--- src/rtl/cmos_pixel_capture.sv ---
// DVP pixel capture: packs BYTES_PER_PIX sensor beats into a pixel, tracks X/Y and skips start-up frames.
// Optional runtime crop window is enabled with `define CMOS_CROP_EN.
module cmos_pixel_capture #(
  parameter int DATA_W        = 8,
  parameter int BYTES_PER_PIX = 2,
  parameter int SKIP_FRAMES   = 10,
  parameter int CNT_W         = 12
) (
  input  logic                            CMOS_PCLK,
  input  logic                            iRST_N,
  input  logic                            Init_Done,
  input  logic [DATA_W-1:0]               CMOS_iDATA,
  input  logic                            CMOS_VSYNC,
  input  logic                            CMOS_HREF,
`ifdef CMOS_CROP_EN
  input  logic [CNT_W-1:0]                iX_START,
  input  logic [CNT_W-1:0]                iX_END,
  input  logic [CNT_W-1:0]                iY_START,
  input  logic [CNT_W-1:0]                iY_END,
`endif
  output logic [DATA_W*BYTES_PER_PIX-1:0] oPIX_DATA,
  output logic                            oPIX_VALID,
  output logic [CNT_W-1:0]                oX,
  output logic [CNT_W-1:0]                oY,
  output logic                            oFRAME_START,
  output logic                            oFRAME_DONE,
  output logic                            oFRAME_VALID,
  output logic                            oPARTIAL
);

  localparam int PIX_W = DATA_W * BYTES_PER_PIX;
  localparam logic [1:0] BC_LAST = 2'(BYTES_PER_PIX - 1);
  localparam logic [7:0] SKIP_LAST = 8'(SKIP_FRAMES - 1);

  typedef enum logic [1:0] {IDLE, SKIP, ARM, ACTIVE} state_t;

  state_t            state;
  logic [7:0]        skip_cnt;
  logic              vs_d, hr_d;
  logic [1:0]        byte_cnt;
  logic [PIX_W-1:0]  hold;
  logic [CNT_W-1:0]  x_cnt, y_cnt;
  logic              line_pix;

  logic vs_fall, vs_rise, hr_fall, beat, active, in_win;
  logic [CNT_W-1:0] x_rep, y_rep;
  logic [PIX_W-1:0] pix_next;

  assign vs_fall  = vs_d & ~CMOS_VSYNC;
  assign vs_rise  = ~vs_d & CMOS_VSYNC;
  assign hr_fall  = hr_d & ~CMOS_HREF;
  assign beat     = ~CMOS_VSYNC & CMOS_HREF;
  assign active   = (state == ACTIVE) & Init_Done;
  // Oldest beat ends up in the MSBs after BYTES_PER_PIX shifts.
  assign pix_next = PIX_W'({hold, CMOS_iDATA});

`ifdef CMOS_CROP_EN
  logic [CNT_W-1:0] xs_r, xe_r, ys_r, ye_r;
  assign in_win = (x_cnt >= xs_r) && (x_cnt <= xe_r) && (y_cnt >= ys_r) && (y_cnt <= ye_r);
  assign x_rep  = x_cnt - xs_r;
  assign y_rep  = y_cnt - ys_r;

  always_ff @(posedge CMOS_PCLK or negedge iRST_N) begin
    if (!iRST_N) begin
      xs_r <= '0;
      xe_r <= '0;
      ys_r <= '0;
      ye_r <= '0;
    end else if (vs_fall) begin
      xs_r <= iX_START;
      xe_r <= iX_END;
      ys_r <= iY_START;
      ye_r <= iY_END;
    end
  end
`else
  assign in_win = 1'b1;
  assign x_rep  = x_cnt;
  assign y_rep  = y_cnt;
`endif

  always_ff @(posedge CMOS_PCLK or negedge iRST_N) begin
    if (!iRST_N) begin
      state        <= IDLE;
      skip_cnt     <= '0;
      oFRAME_START <= 1'b0;
      oFRAME_DONE  <= 1'b0;
      oFRAME_VALID <= 1'b0;
    end else begin
      oFRAME_START <= 1'b0;
      oFRAME_DONE  <= 1'b0;
      if (!Init_Done) begin
        state        <= IDLE;
        skip_cnt     <= '0;
        oFRAME_VALID <= 1'b0;
      end else begin
        case (state)
          IDLE: begin
            skip_cnt <= '0;
            state    <= (SKIP_FRAMES == 0) ? ARM : SKIP;
          end
          SKIP: if (vs_rise) begin
            skip_cnt <= skip_cnt + 8'd1;
            if (skip_cnt == SKIP_LAST) state <= ARM;
          end
          // ARM waits out the frame in progress so the first delivered frame is whole.
          ARM: if (vs_rise) begin
            state        <= ACTIVE;
            oFRAME_VALID <= 1'b1;
          end
          ACTIVE: begin
            oFRAME_START <= vs_fall;
            oFRAME_DONE  <= vs_rise;
          end
          default: state <= IDLE;
        endcase
      end
    end
  end

  always_ff @(posedge CMOS_PCLK or negedge iRST_N) begin
    if (!iRST_N) begin
      vs_d       <= 1'b0;
      hr_d       <= 1'b0;
      byte_cnt   <= '0;
      hold       <= '0;
      x_cnt      <= '0;
      y_cnt      <= '0;
      line_pix   <= 1'b0;
      oPIX_DATA  <= '0;
      oPIX_VALID <= 1'b0;
      oX         <= '0;
      oY         <= '0;
      oPARTIAL   <= 1'b0;
    end else begin
      vs_d       <= CMOS_VSYNC;
      hr_d       <= CMOS_HREF;
      oPIX_VALID <= 1'b0;
      oPARTIAL   <= (hr_fall | vs_rise) & (byte_cnt != 2'd0) & active;
      if (beat) begin
        if (byte_cnt == BC_LAST) begin
          byte_cnt   <= '0;
          oPIX_DATA  <= pix_next;
          oPIX_VALID <= active & in_win;
          oX         <= x_rep;
          oY         <= y_rep;
          x_cnt      <= x_cnt + 1'b1;
          line_pix   <= 1'b1;
        end else begin
          byte_cnt <= byte_cnt + 2'd1;
          hold     <= pix_next;
        end
      end else begin
        byte_cnt <= '0;
      end
      if (hr_fall | vs_rise) begin
        x_cnt    <= '0;
        line_pix <= 1'b0;
      end
      if (hr_fall && line_pix) y_cnt <= y_cnt + 1'b1;
      if (vs_fall) y_cnt <= '0;
    end
  end

endmodule

--- config.mk ---
export PLATFORM = sky130hd
export DESIGN_NAME = cmos_pixel_capture
export DESIGN_NICKNAME = d
export VERILOG_FILES = /design/src/rtl/cmos_pixel_capture.sv
export SDC_FILE = /design/constraint.sdc
export NUM_CORES = 1
export LEC_CHECK = 0
export ABC_AREA = 1
export CELL_PAD_IN_SITES_DETAIL_PLACEMENT = 1
export CELL_PAD_IN_SITES_GLOBAL_PLACEMENT = 1
export CORE_ASPECT_RATIO = 2
export CORE_UTILIZATION = 44
export DETAILED_ROUTE_END_ITERATION = 8
export GPL_TIMING_DRIVEN = 0
export PLACE_DENSITY_LB_ADDON = 0.1
export SLEW_MARGIN = 30
export SYNTH_ARGS = -nofsm -noshare
export SYNTH_HDL_FRONTEND = slang
export SYNTH_SLANG_ARGS = --single-unit
export TNS_END_PERCENT = 50
--- constraint.sdc ---
create_clock -name CMOS_PCLK -period 3 [get_ports CMOS_PCLK]
set_input_delay 0.6 -clock CMOS_PCLK [delete_from_list [all_inputs] [get_ports CMOS_PCLK]]
set_output_delay 0.6 -clock CMOS_PCLK [all_outputs]
set_load 0.005 [all_outputs]
==> qor.yml <==
logic_synthesis:
  syn_inst: 486
  ys_ff_latch: 92
  syn-num-nets: 508
  synthesis.area_um2: 4075
  synthDistinctLibCells: 25
  ys_warn_count: 0
  synth_top_area_cell: "dfrtp_1"
  synth_top_area_share_pct: 56.49
  seq_area_frac_synth_pct: 56.49
  synthTopCellsByArea: "dfrtp_1 56%, nand2_1 12%, inv_1 5.6%"
  postSynthAreaPerCell_um2: 8.385
routing:
  drt_iter0_drc: 106
  first_pass_iters: 4
  drc: 0
  routed_wl_um: 10150
  wl_per_cell_um: 15.35
  num_vias: 3422
  ant_nets: 0
  viasPerCell: 5.177
placement:
  dp_hpwl_um: 7634
  portBuffers: 57
  gp_congestion: 0.7931
  dp.cells: 646
sta:
  fin_hold_ws_ns: 0.1547
  fmax_mhz: 512.7
  fin_crit_sh_pct: 65.01
  finalHoldViolations: 0
  drv_slew: 0
  min_period_ns: 1.950
  skew_ns: 0.004071
  slew_headroom_pct: 66.95
  tightest_slew_ns: 0.4958
  setup_viol: 0
  rsz0062_at_grt: "false"
cts:
  cts_sinks: 92
  htreeDepth: 3
  clock_path_buffers: 2
  holdBufCountCts: 0
  clockRootBuffer: "clkbuf_16"
  postCtsResizedCells: 0
  cts_setup_buffers: 0
  cts_made_buffers: 9
  cts_tree: "built"
  path_clk_slew_ns: 0.06
  clk_latency_ns: 0.33
worst_setup_path:
  path_cells: "clkdlybuf4s50_1 > nand2_2 > o21ai_2 > clkinv_1 > o21ai_0 > a21oi_1"
  worstPathRequired_ns: 3.21
  crit_type: "in2reg"
  slowest_delay_ns: 0.63
  cp.arrival_ns: 2.16
  cp-end-kind: "register"
  cpMaxStageDelayCell: "clkdlybuf4s50_1"
  path_max_fanout: 10
  startpoint_type: "primary input"
layout:
  drive_gt1_share_pct: 6.798
  fin_cells: 661
  area_growth_syn_to_layout_pct: 24.01
  diodes: 0
  post-route-util_pct: 56.07
  final_common_cell: "nand2_1"
  mostFrequentLayoutCells: "135 x nand2_1, 92 x dfrtp_1, 61 x inv_1"
  nets: 577
floorplan:
  initial_utilization_pct: 45.22
  core_region_area_um2: 9012
  dieArea_um2: 9674
  pin_count: 58
  row_count: 49
  die_h_um: 138.1
  die_w_um: 70.05
global_routing:
  antenna_found_initial: 0
  grt_max_degree: 60
  grt_usage_pct: 23.02
  grt_overflow: 0
  grt_pass1_vias: 3797
  grt_pass1_wl_um: 17730
power:
  leakagePower_nw: 2.425
  power_mw: 2.917
  p_per_area_nw_per_um2: 577.2
  vdd_drop_max_mv: 0.4054
flow_run:
  cap_viol_max_count: 0
outcome:
  status: "complete, no violations"
min_path:
  hp-class: "in2async"
cells by family (layout without fill, tap and decap cells):
family	Yosys count	count (layout)	share of synthesized area, %
DFF	92	92	56.49
and+or+nand+nor	239	239	24.35
adders and majority gates	9	9	2.763
buffers and inverters	76	149	7.676
AOI/OAI and AO/OA	70	70	8.720
worst max-delay path: cells and delay by family:
family,cells,cell delay (ns)
AOI/OAI and AO/OA,3,0.43
buffers and inverters,2,1.00
and+or+nand+nor,1,0.14
metrics by stage:
stage | TNS (ns) | area (um2) | setup WS (ns)
3_5_place_dp | 0 | 4802 | 0.6539
4_1_cts | 0 | 5054 | 1.031
3_3_place_gp | -190.24 | 4773 | -2.076
6_report | 0 | 5054 | 1.050
5_1_grt | 0 | 5054 | 0.9484
2_1_floorplan | 0 | 4075 | 1.643
final cells by class:
type                            instances  area [um2]
Multi-Input combinational cell        318        1460
Buffer                                 12       72.57
Tap cell                              102       127.6
Clock inverter                          3       15.01
Timing Repair Buffer                   58       599.3
Inverter                               64       240.2
Fill cell                            1092        3959
Clock buffer                           12       236.5
Sequential cell                        92        2302
flip-flops by register name (all words and copies together) (netlist names):
signal	cells
oPIX_DATA	16
oX	12
oY	12
x_cnt	12
y_cnt	12
hold	8
skip_cnt	8
byte_cnt	2
state	2
hr_d	1
line_pix	1
oFRAME_DONE	1
oFRAME_START	1
oFRAME_VALID	1
oPARTIAL	1
oPIX_VALID	1
vs_d	1
Yosys cell counts, drive strengths merged:
cell type and instances:
clkbuf 2, nand4 7, inv 63, or2 1, nor2 59, clkinv 1
o21ai 57, nand3 19, nor3b 1, dfrtp 92, a21oi 12, nand2 140
nor3 12, buf 10, ha 9, o22ai 1
final timing paths:
check / from / to / slack [ns] / depth (start not counted)
max in group asynchronous: iRST_N / y_cnt[6]$_DFFE_PN0P_ / 2.24 / 2
worst max register to register: state[1]$_DFFE_PN0P_ / skip_cnt[6]$_DFFE_PN0P_ / 1.42 / 10
worst min register to register: hold[1]$_DFFE_PN0P_ / oPIX_DATA[9]$_DFFE_PN0P_ / 0.48 / 2
worst min-delay path: iRST_N / oPIX_DATA[14]$_DFFE_PN0P_ / 0.15 / 1
min in group CMOS_PCLK: hold[1]$_DFFE_PN0P_ / oPIX_DATA[9]$_DFFE_PN0P_ / 0.48 / 2
worst max-delay path: CMOS_VSYNC / x_cnt[0]$_DFFE_PN0P_ / 1.05 / 6
layer usage:
layer | vias to the layer above | share of wire [%] | track usage [%]
met5 | - | 0 | 0
met4 | 0 | 2.7 | 8.105
met3 | 18 | 1.8 | 3.061
met2 | 45 | 57 | 44.64
met1 | 1707 | 38 | 24.59
li1 | 1652 | - | -
where the power goes:
group	leakage (nW)	total (mW)	internal [mW]	switching, mW
registers	1.24	1.43	1.35	0.0745
logic	1.06	0.495	0.233	0.262
clock network	0.126	0.997	0.554	0.443
No activity file was read; power rests on OpenSTA's default activity.
